`config.mk`:
```
export PLATFORM = sky130hd
export DESIGN_NAME = mbc_control
export DESIGN_NICKNAME = d
export VERILOG_FILES = /design/src/rtl/mbc_control.sv
export SDC_FILE = /design/constraint.sdc
export NUM_CORES = 1
export LEC_CHECK = 0
export CAP_MARGIN = 5
export CORE_MARGIN = 2
export CORE_UTILIZATION = 44
export CTS_CLUSTER_DIAMETER = 40
export DETAILED_ROUTE_END_ITERATION = 7
export PLACE_DENSITY = 0.8
export SLEW_MARGIN = 20
export SYNTH_ARGS = -nofsm -noshare
export SYNTH_HDL_FRONTEND = slang
export SYNTH_SLANG_ARGS = --single-unit
```
`constraint.sdc`:
```
create_clock -name clk -period 2 [get_ports clk]
set_input_delay 0.2 -clock clk [delete_from_list [all_inputs] [get_ports clk]]
set_output_delay 0.2 -clock clk [all_outputs]
set_load 0.02 [all_outputs]
```
`src/rtl/mbc_control.sv`:
```
// Timing-and-control sequencer for the 16-bit basic computer: IR, I, SC (T0..T6) and per-cycle strobes.
// Optional I/O instruction decode (fgi/fgo inputs, inp_ld/out_ld outputs) is enabled by defining MBC_IO_EN.
module mbc_control #(
   parameter int SC_W   = 3,
   parameter int ADDR_W = 12
) (
   input  logic              clk,
   input  logic              rst,
   input  logic              start,
   input  logic [15:0]       mem_data,
   input  logic              alu_skip,
   input  logic              dr_zero,
`ifdef MBC_IO_EN
   input  logic              fgi,
   input  logic              fgo,
   output logic              inp_ld,
   output logic              out_ld,
`endif
   output logic [3:0]        alu_code,
   output logic              ac_we,
   output logic              e_we,
   output logic              ar_ld_pc,
   output logic              ar_ld_ir,
   output logic              ar_ld_mem,
   output logic              ar_inc,
   output logic              pc_inc,
   output logic              pc_ld_ar,
   output logic              dr_ld,
   output logic              dr_inc,
   output logic              mem_rd,
   output logic              mem_wr,
   output logic [1:0]        mem_wsel,
   output logic [ADDR_W-1:0] ir_addr,
   output logic [SC_W-1:0]   sc,
   output logic              running
);

   typedef enum logic [SC_W-1:0] {T0, T1, T2, T3, T4, T5, T6} tstate_e;

   tstate_e     t_q, t_d;
   logic        run_q, run_d;
   logic [15:0] ir_q;
   logic        i_q;
   logic [2:0]  opc;
   logic        done;

   assign opc     = ir_q[14:12];
   assign ir_addr = ir_q[ADDR_W-1:0];
   assign sc      = t_q;
   assign running = run_q;

   always_ff @(posedge clk or posedge rst) begin
      if (rst) begin
         t_q   <= T0;
         run_q <= 1'b0;
         ir_q  <= '0;
         i_q   <= 1'b0;
      end else begin
         t_q   <= t_d;
         run_q <= run_d;
         if (run_q && t_q == T1) ir_q <= mem_data;
         if (run_q && t_q == T2) i_q  <= ir_q[15];
      end
   end

   always_comb begin
      t_d       = t_q;
      run_d     = run_q;
      done      = 1'b0;
      alu_code  = 4'b1111;
      ac_we     = 1'b0;
      e_we      = 1'b0;
      ar_ld_pc  = 1'b0;
      ar_ld_ir  = 1'b0;
      ar_ld_mem = 1'b0;
      ar_inc    = 1'b0;
      pc_inc    = 1'b0;
      pc_ld_ar  = 1'b0;
      dr_ld     = 1'b0;
      dr_inc    = 1'b0;
      mem_rd    = 1'b0;
      mem_wr    = 1'b0;
      mem_wsel  = 2'd0;
`ifdef MBC_IO_EN
      inp_ld    = 1'b0;
      out_ld    = 1'b0;
`endif
      if (!run_q) begin
         if (start) begin
            run_d = 1'b1;
            t_d   = T0;
         end
      end else begin
         t_d = tstate_e'(t_q + 1'b1);
         case (t_q)
            T0: ar_ld_pc = 1'b1;
            T1: begin
               mem_rd = 1'b1;
               pc_inc = 1'b1;
            end
            T2: ar_ld_ir = 1'b1;
            T3: begin
               if (opc == 3'd7) begin
                  done = 1'b1;
                  if (!i_q) begin
                     // Register-reference: only the highest set bit of IR[11:0] executes.
                     casez (ir_q[11:0])
                        12'b1???????????: begin alu_code = 4'b0110; ac_we = 1'b1; end
                        12'b01??????????: begin alu_code = 4'b1000; e_we = 1'b1; end
                        12'b001?????????: begin alu_code = 4'b0011; ac_we = 1'b1; end
                        12'b0001????????: begin alu_code = 4'b1001; e_we = 1'b1; end
                        12'b00001???????: begin alu_code = 4'b0100; ac_we = 1'b1; e_we = 1'b1; end
                        12'b000001??????: begin alu_code = 4'b0101; ac_we = 1'b1; e_we = 1'b1; end
                        12'b0000001?????: begin alu_code = 4'b0111; ac_we = 1'b1; end
                        12'b00000001????: begin alu_code = 4'b1010; pc_inc = alu_skip; end
                        12'b000000001???: begin alu_code = 4'b1011; pc_inc = alu_skip; end
                        12'b0000000001??: begin alu_code = 4'b1100; pc_inc = alu_skip; end
                        12'b00000000001?: begin alu_code = 4'b1101; pc_inc = alu_skip; end
                        12'b000000000001: run_d = 1'b0;
                        default: ;
                     endcase
                  end else begin
`ifdef MBC_IO_EN
                     casez (ir_q[11:8])
                        4'b1???: inp_ld = 1'b1;
                        4'b01??: out_ld = 1'b1;
                        4'b001?: pc_inc = fgi;
                        4'b0001: pc_inc = fgo;
                        default: ;
                     endcase
`else
                     // Without the I/O option every I/O instruction is a NOP.
`endif
                  end
               end else if (i_q) begin
                  ar_ld_mem = 1'b1;
                  mem_rd    = 1'b1;
               end
            end
            T4: begin
               case (opc)
                  3'd0, 3'd1, 3'd2, 3'd6: begin
                     dr_ld  = 1'b1;
                     mem_rd = 1'b1;
                  end
                  3'd3: begin
                     mem_wr = 1'b1;
                     done   = 1'b1;
                  end
                  3'd4: begin
                     pc_ld_ar = 1'b1;
                     done     = 1'b1;
                  end
                  3'd5: begin
                     mem_wr   = 1'b1;
                     mem_wsel = 2'd1;
                     ar_inc   = 1'b1;
                  end
                  default: done = 1'b1;
               endcase
            end
            T5: begin
               case (opc)
                  3'd0: begin alu_code = 4'b0000; ac_we = 1'b1; done = 1'b1; end
                  3'd1: begin alu_code = 4'b0001; ac_we = 1'b1; e_we = 1'b1; done = 1'b1; end
                  3'd2: begin alu_code = 4'b0010; ac_we = 1'b1; done = 1'b1; end
                  3'd5: begin pc_ld_ar = 1'b1; done = 1'b1; end
                  3'd6: dr_inc = 1'b1;
                  default: done = 1'b1;
               endcase
            end
            T6: begin
               mem_wr   = 1'b1;
               mem_wsel = 2'd2;
               pc_inc   = dr_zero;
               done     = 1'b1;
            end
            default: done = 1'b1;
         endcase
         if (done) t_d = T0;
      end
   end

endmodule

```
==> results.toml, run 1 <==
[clocking]
numCtsBuffers = 3
clk_pin_slew_worst_paths_ps = 120
hold_buffers = 0
htree_levels = 1
cts_sinks = 21
clockBufferDepth = 2
clkLatencyLatePin_ps = 310
cts_tree = "built"
root_buffer = "clkbuf_4"

[logic_synthesis]
synth_edf_count = 0
synth_nets = 185
yosys.cell_types.count = 39
ys_ff_latch = 21
yosys_warnings = 0
seq_area_frac_synth_pct = 35.5
ys.flop_type = "dfrtp_1"
syn_area_per_cell_um2 = 9.54
synth-async-reset-ratio_pct = 100
synthCells = 155
synth_area_mm2 = 0.00148
ys_top_cells_by_area = "dfrtp_1 (36%), mux2_1 (12%), ha_1 (7.6%)"
yosysTopAreaCell = "dfrtp_1"
synth_top_area_share_pct = 35.5

[finish]
drive_gt1_share_pct = 37.1
fill_cells = 218
syn_to_final_growth_pct = 65.5
final_area_mm2 = 0.00245
final_cell_mix = "clkdlybuf4s50_1 (36), buf_4 (31), dfrtp_1 (18)"
utilization_pct = 74.5
mostFrequentLayoutCell = "clkdlybuf4s50_1"
antenna_cells = 0
layout.nets = 260

[setup_path]
startpoint_type = "register"
path_cells = "or4_4 -> a2111oi_4 -> a2111oi_1 -> a21oi_1 -> buf_4"
reg2reg_to = "sc[2]"
rrSetupSlack_ps = 300
r2r_cells = 7
required_ps = 1800
slowest_delay_ps = 590
path_class = "reg -> out"
critical_path.endpoint_type = "primary output"
regToRegStartpoint = "ir_q[13]"
cp_top_family = "simple AND/OR/NAND/NOR gates"
crit_path_max_fanout = 4
slowest_stage = "or4_4"
worstPathArrival_ps = 2050
worst-path-buf-inv = 1

[floorplanning]
dieArea_mm2 = 0.00384
fp.dieW_um = 62.0
num_rows = 21
fp.coreArea_mm2 = 0.00328
start_util_pct = 45.0
ios = 55
die_h_um = 62.0

[pwr]
power_density_mw_per_mm2 = 1650
p_comb_share_pct = 72.3
p_seq_share_pct = 22.5
power_mw = 4.03
internal-power_mw = 2.14
p_leak_nw = 1.06
peakVddDrop_uv = 929
netSwitchingPower_mw = 1.88
switching_share_pct = 46.8
power_frac_clock_pct = 5.3

[placement]
dpl_cell_area_mm2 = 0.00217
pre_cts_ws_ps = -335
portBuffers = 54
dp_hpwl_mm = 2.97
gp_congestion = 0.812

[timing]
setup_tns_ps = -802
setup_viol_count_final = 8
setup_ws_ps = -248
rsz0062_at_grt = "true"
fin_crit_ps = 2250
period_share_pct = 112
finalHoldViolCount = 0
final_max_slew_viol_count = 0
clock-skew-final_ps = 4.22
slew_headroom_pct = 72.2
worst_pin_slew_ps = 416
max_freq_mhz = 445

[drt]
routed-via-count = 1489
vias_per_cell = 5.41
drtAntennaViolNets = 0
drt_iter0_markers = 62
dr.pass1.iters = 4
drt-total-wl_mm = 4.55
drc = 0
wl_per_cell_um = 16.5

[grt]
overflow = 0
grt_pass1_vias = 1400
antenna_found_initial = 0
grt_pass1_wl_mm = 6.40
grt_max_degree = 22
grt_use_total_pct = 23.0

[run]
maxCapViolations = 0

[outcome]
failed_checks = "setup timing"
status = "complete, but fails checks"

[min_path]
hp-class = "in -> async"
sequential cells by signal, indices dropped and copies added (netlist names):
signal and count:
i_q 1, ir_q 16, running 1, sc 3
tightest hold or removal path, delay by kind of cell:
family / cells / cell delay, ps
buf+inv: 3 / 710
cell families (layout without fill, tap and decap cells):
family          count (synthesis)  count (layout)  share of synthesized area, %
compound gates                 26              26                          12.9
flops                          21              21                          35.5
mux                            19              19                          14.5
buf+inv                        26             100                          10.2
fa+ha+maj                       9               9                          7.61
simple gates                   54              54                          19.4
how the worst max path moves through the flow:
stage / start / end / cells past startpoint
floorplan: sc[0] / pc_inc / 6
global placement: ir_q[8] / alu_code[0] / 5
detailed placement: ir_q[9] / alu_code[0] / 5
CTS: ir_q[8] / alu_code[0] / 5
global route: ir_q[8] / alu_code[0] / 5
finish: ir_q[8] / alu_code[0] / 5
Yosys cell counts (all sizes together), types with 2 or more instances:
master / count
o31ai: 3
o21a: 2
ha: 9
nor3: 8
a21oi: 5
o21ai: 4
dfrtp: 21
and3: 7
mux2: 19
nor4: 3
nand2: 12
nand3: 2
inv: 9
buf: 16
and2: 3
nor2b: 2
a2111oi: 3
o41ai: 2
nor2: 10
metrics by stage:
stage               cells  hold WS, ps
floorplan             155          177
global placement      266          470
detailed placement    266          484
CTS                   273          214
global route          275          244
finish                275          198
metal layers:
layer,part of all wire [%],global-route usage [%],vias to the layer above
met1,39,26.9,702
met3,5.9,3.52,20
met4,3.6,6.69,0
met5,0,0,-
met2,52,43.0,72
li1,-,-,695
cell type report:
| cell class | count | area [um^2] | share of cell area, % |
|---|---|---|---|
| Multi-Input combinational cell | 108 | 1030 | 42.0 |
| Timing Repair Buffer | 87 | 771 | 31.5 |
| Sequential cell | 21 | 529 | 21.6 |
| Tap cell | 46 | 57.6 | 2.35 |
| Inverter | 9 | 36.3 | 1.48 |
| Clock buffer | 4 | 26.3 | 1.07 |
power by group through the flow:
stage / combinational [mW] / clock, mW / sequential [mW]
final: 2.91 / 0.212 / 0.904
after CTS: 2.60 / 0.217 / 0.861
after detailed placement: 2.41 / 0 / 0.846
after global routing: 3.11 / 0.232 / 0.930
after floorplan: 1.40 / 0 / 0.883
after global placement: 2.37 / 0 / 0.822
timing repair:
item,4_1_cts,5_1_grt
resized for setup,95,29
gates cloned,0,0
pin swaps,11,7
setup endpoints to repair,18,16
buffers inserted,3,2
Power figures use the tool's default switching activity.
==> run 2: changes to the inputs <==
- PLACE_DENSITY: 0.8 -> 0.89
==> results.toml, run 2 (synthesis gave the netlist of run 1 again) <==
[drt]
routed-via-count = 1573
dr.pass1.iters = 4
drtAntennaViolNets = 0
vias_per_cell = 5.58
drt-total-wl_mm = 5.06
wl_per_cell_um = 18.0
drc = 0
drt_iter0_markers = 76

[grt]
grt_max_degree = 22
overflow = 0
grt_pass1_wl_mm = 6.78
grt_pass1_vias = 1503
antenna_found_initial = 0
grt_use_total_pct = 24.2

[finish]
antenna_cells = 0
ff_latch_area_um2 = 528
mostFrequentLayoutCell = "clkdlybuf4s50_1"
fill_cells = 190
drive_gt1_share_pct = 40.3
largest_reg_flops = 16
syn_to_final_growth_pct = 72.8
fin_cells = 282
top_register = "ir_q"
final_cell_mix = "clkdlybuf4s50_1 (36), buf_4 (35), dfrtp_1 (19)"
multiInputGateArea_mm2 = 0.00106
layout.nets = 267

[floorplanning]
fp.coreArea_mm2 = 0.00328
fp.dieW_um = 62.0
start_util_pct = 45.0
die_h_um = 62.0
ios = 55
num_rows = 21
dieArea_mm2 = 0.00384

[timing]
finalHoldViolCount = 0
worst_pin_slew_ps = 509
final_max_slew_viol_count = 0
clock-skew-final_ps = 3.82
period_share_pct = 113
whs_ps = 196
max_freq_mhz = 441
setup_viol_count_final = 8
slew_headroom_pct = 65.8
setup_ws_ps = -266
fin_crit_ps = 2270
rsz0062_at_grt = "true"

[min_path]
hp-class = "in -> async"

[placement]
dpl.cell_count = 266
portBuffers = 54
gp_congestion = 0.821
dp_hpwl_mm = 3.05

[pwr]
power_density_mw_per_mm2 = 1650
peakVddDrop_uv = 945
p_leak_nw = 1.10

[clocking]
numCtsBuffers = 3
clockBufferDepth = 2
htree_levels = 1
clk_pin_slew_worst_paths_ps = 120
clkLatencyLatePin_ps = 320
cts_tree = "built"
cts_sinks = 21
root_buffer = "clkbuf_4"

[setup_path]
slowest_stage = "or4_4"
path_class = "reg -> out"
crit_path_max_fanout = 4
critical_path.endpoint_type = "primary output"
reg2reg_to = "running"
r2r_cells = 7
required_ps = 1800
slowest_delay_ps = 590
rrSetupSlack_ps = 120
path_cells = "or4_4 -> buf_4 -> o41ai_4 -> a21o_1 -> buf_6"
worstPathArrival_ps = 2070
startpoint_type = "register"
regToRegStartpoint = "ir_q[11]"

[run]
maxCapViolations = 0

[outcome]
failed_checks = "setup timing"
status = "complete, but fails checks"
[run 2: cell types whose count changed in the layout (fill, tap and decap cells not counted), moves of 2 or more]
cell,before,now
buf_6,10,15
buf_2,6,2
buf_4,31,35
clkbuf_2,0,3
dlygate4sd2_1,4,2
nor4_2,2,0
o41ai_2,2,0
[run 2: per-stage QoR]
stage	worst slack (ps)	area [um^2]	power [mW]	utilization, %	setup TNS (ps)
after global placement	-323	2170	3.21	66.2	-1630
after global routing	-358	2560	4.46	77.8	-1950
after CTS	-207	2400	3.74	73.1	-611
final	-266	2560	4.22	77.8	-1160
after floorplan	33.9	1480	2.28	-	0
after detailed placement	-379	2170	3.28	66.2	-1910
[run 2: how the worst max path moves through the flow]
stage / from / end / slack [ps] / depth (start not counted)
after CTS: ir_q[11] / pc_inc / -210 / 6
after detailed placement: ir_q[8] / alu_code[0] / -380 / 5
after global routing: ir_q[11] / pc_inc / -360 / 6
final: ir_q[11] / alu_code[1] / -270 / 5
after floorplan: sc[0] / pc_inc / 30 / 6
after global placement: ir_q[8] / pc_inc / -320 / 5
[run 2: cell type report]
| cell class | instances | area share, % |
|---|---|---|
| well taps | 46 | 2.25 |
| inverters | 9 | 1.42 |
| repair buffers | 94 | 33.0 |
| multi-input cells | 108 | 41.6 |
| clock buffers | 4 | 1.03 |
| flip-flops and latches | 21 | 20.7 |
[run 2: critical path: cells and delay by family, from the launching register on]
family                 cells  cell delay [ps]
AOI/OAI and AO/OA          2              480
buffers and inverters      2              290
DFF                        1              400
and+or+nand+nor            1              590
[run 2: repair_timing]
item                                    in CTS  in global routing
setup buffers                               10                  7
hold buffers                                 0                  0
pin swaps                                   13                  8
resized for setup                           95                 41
endpoints found under the setup margin      18                 16
[run 2: per-layer routing]
layer / track usage (%) / share of wire [%] / up-vias
li1: - / - / 706
met1: 27.7 / 38 / 763
met2: 42.7 / 51 / 77
met3: 6.42 / 6.2 / 27
met4: 9.42 / 4.3 / 0
met5: 0 / 0 / -
[run 2: power by group]
part | internal, mW | switching, mW
clock network | 0.0782 | 0.136
logic | 1.51 | 1.59
registers | 0.640 | 0.263
total | 2.23 | 1.98
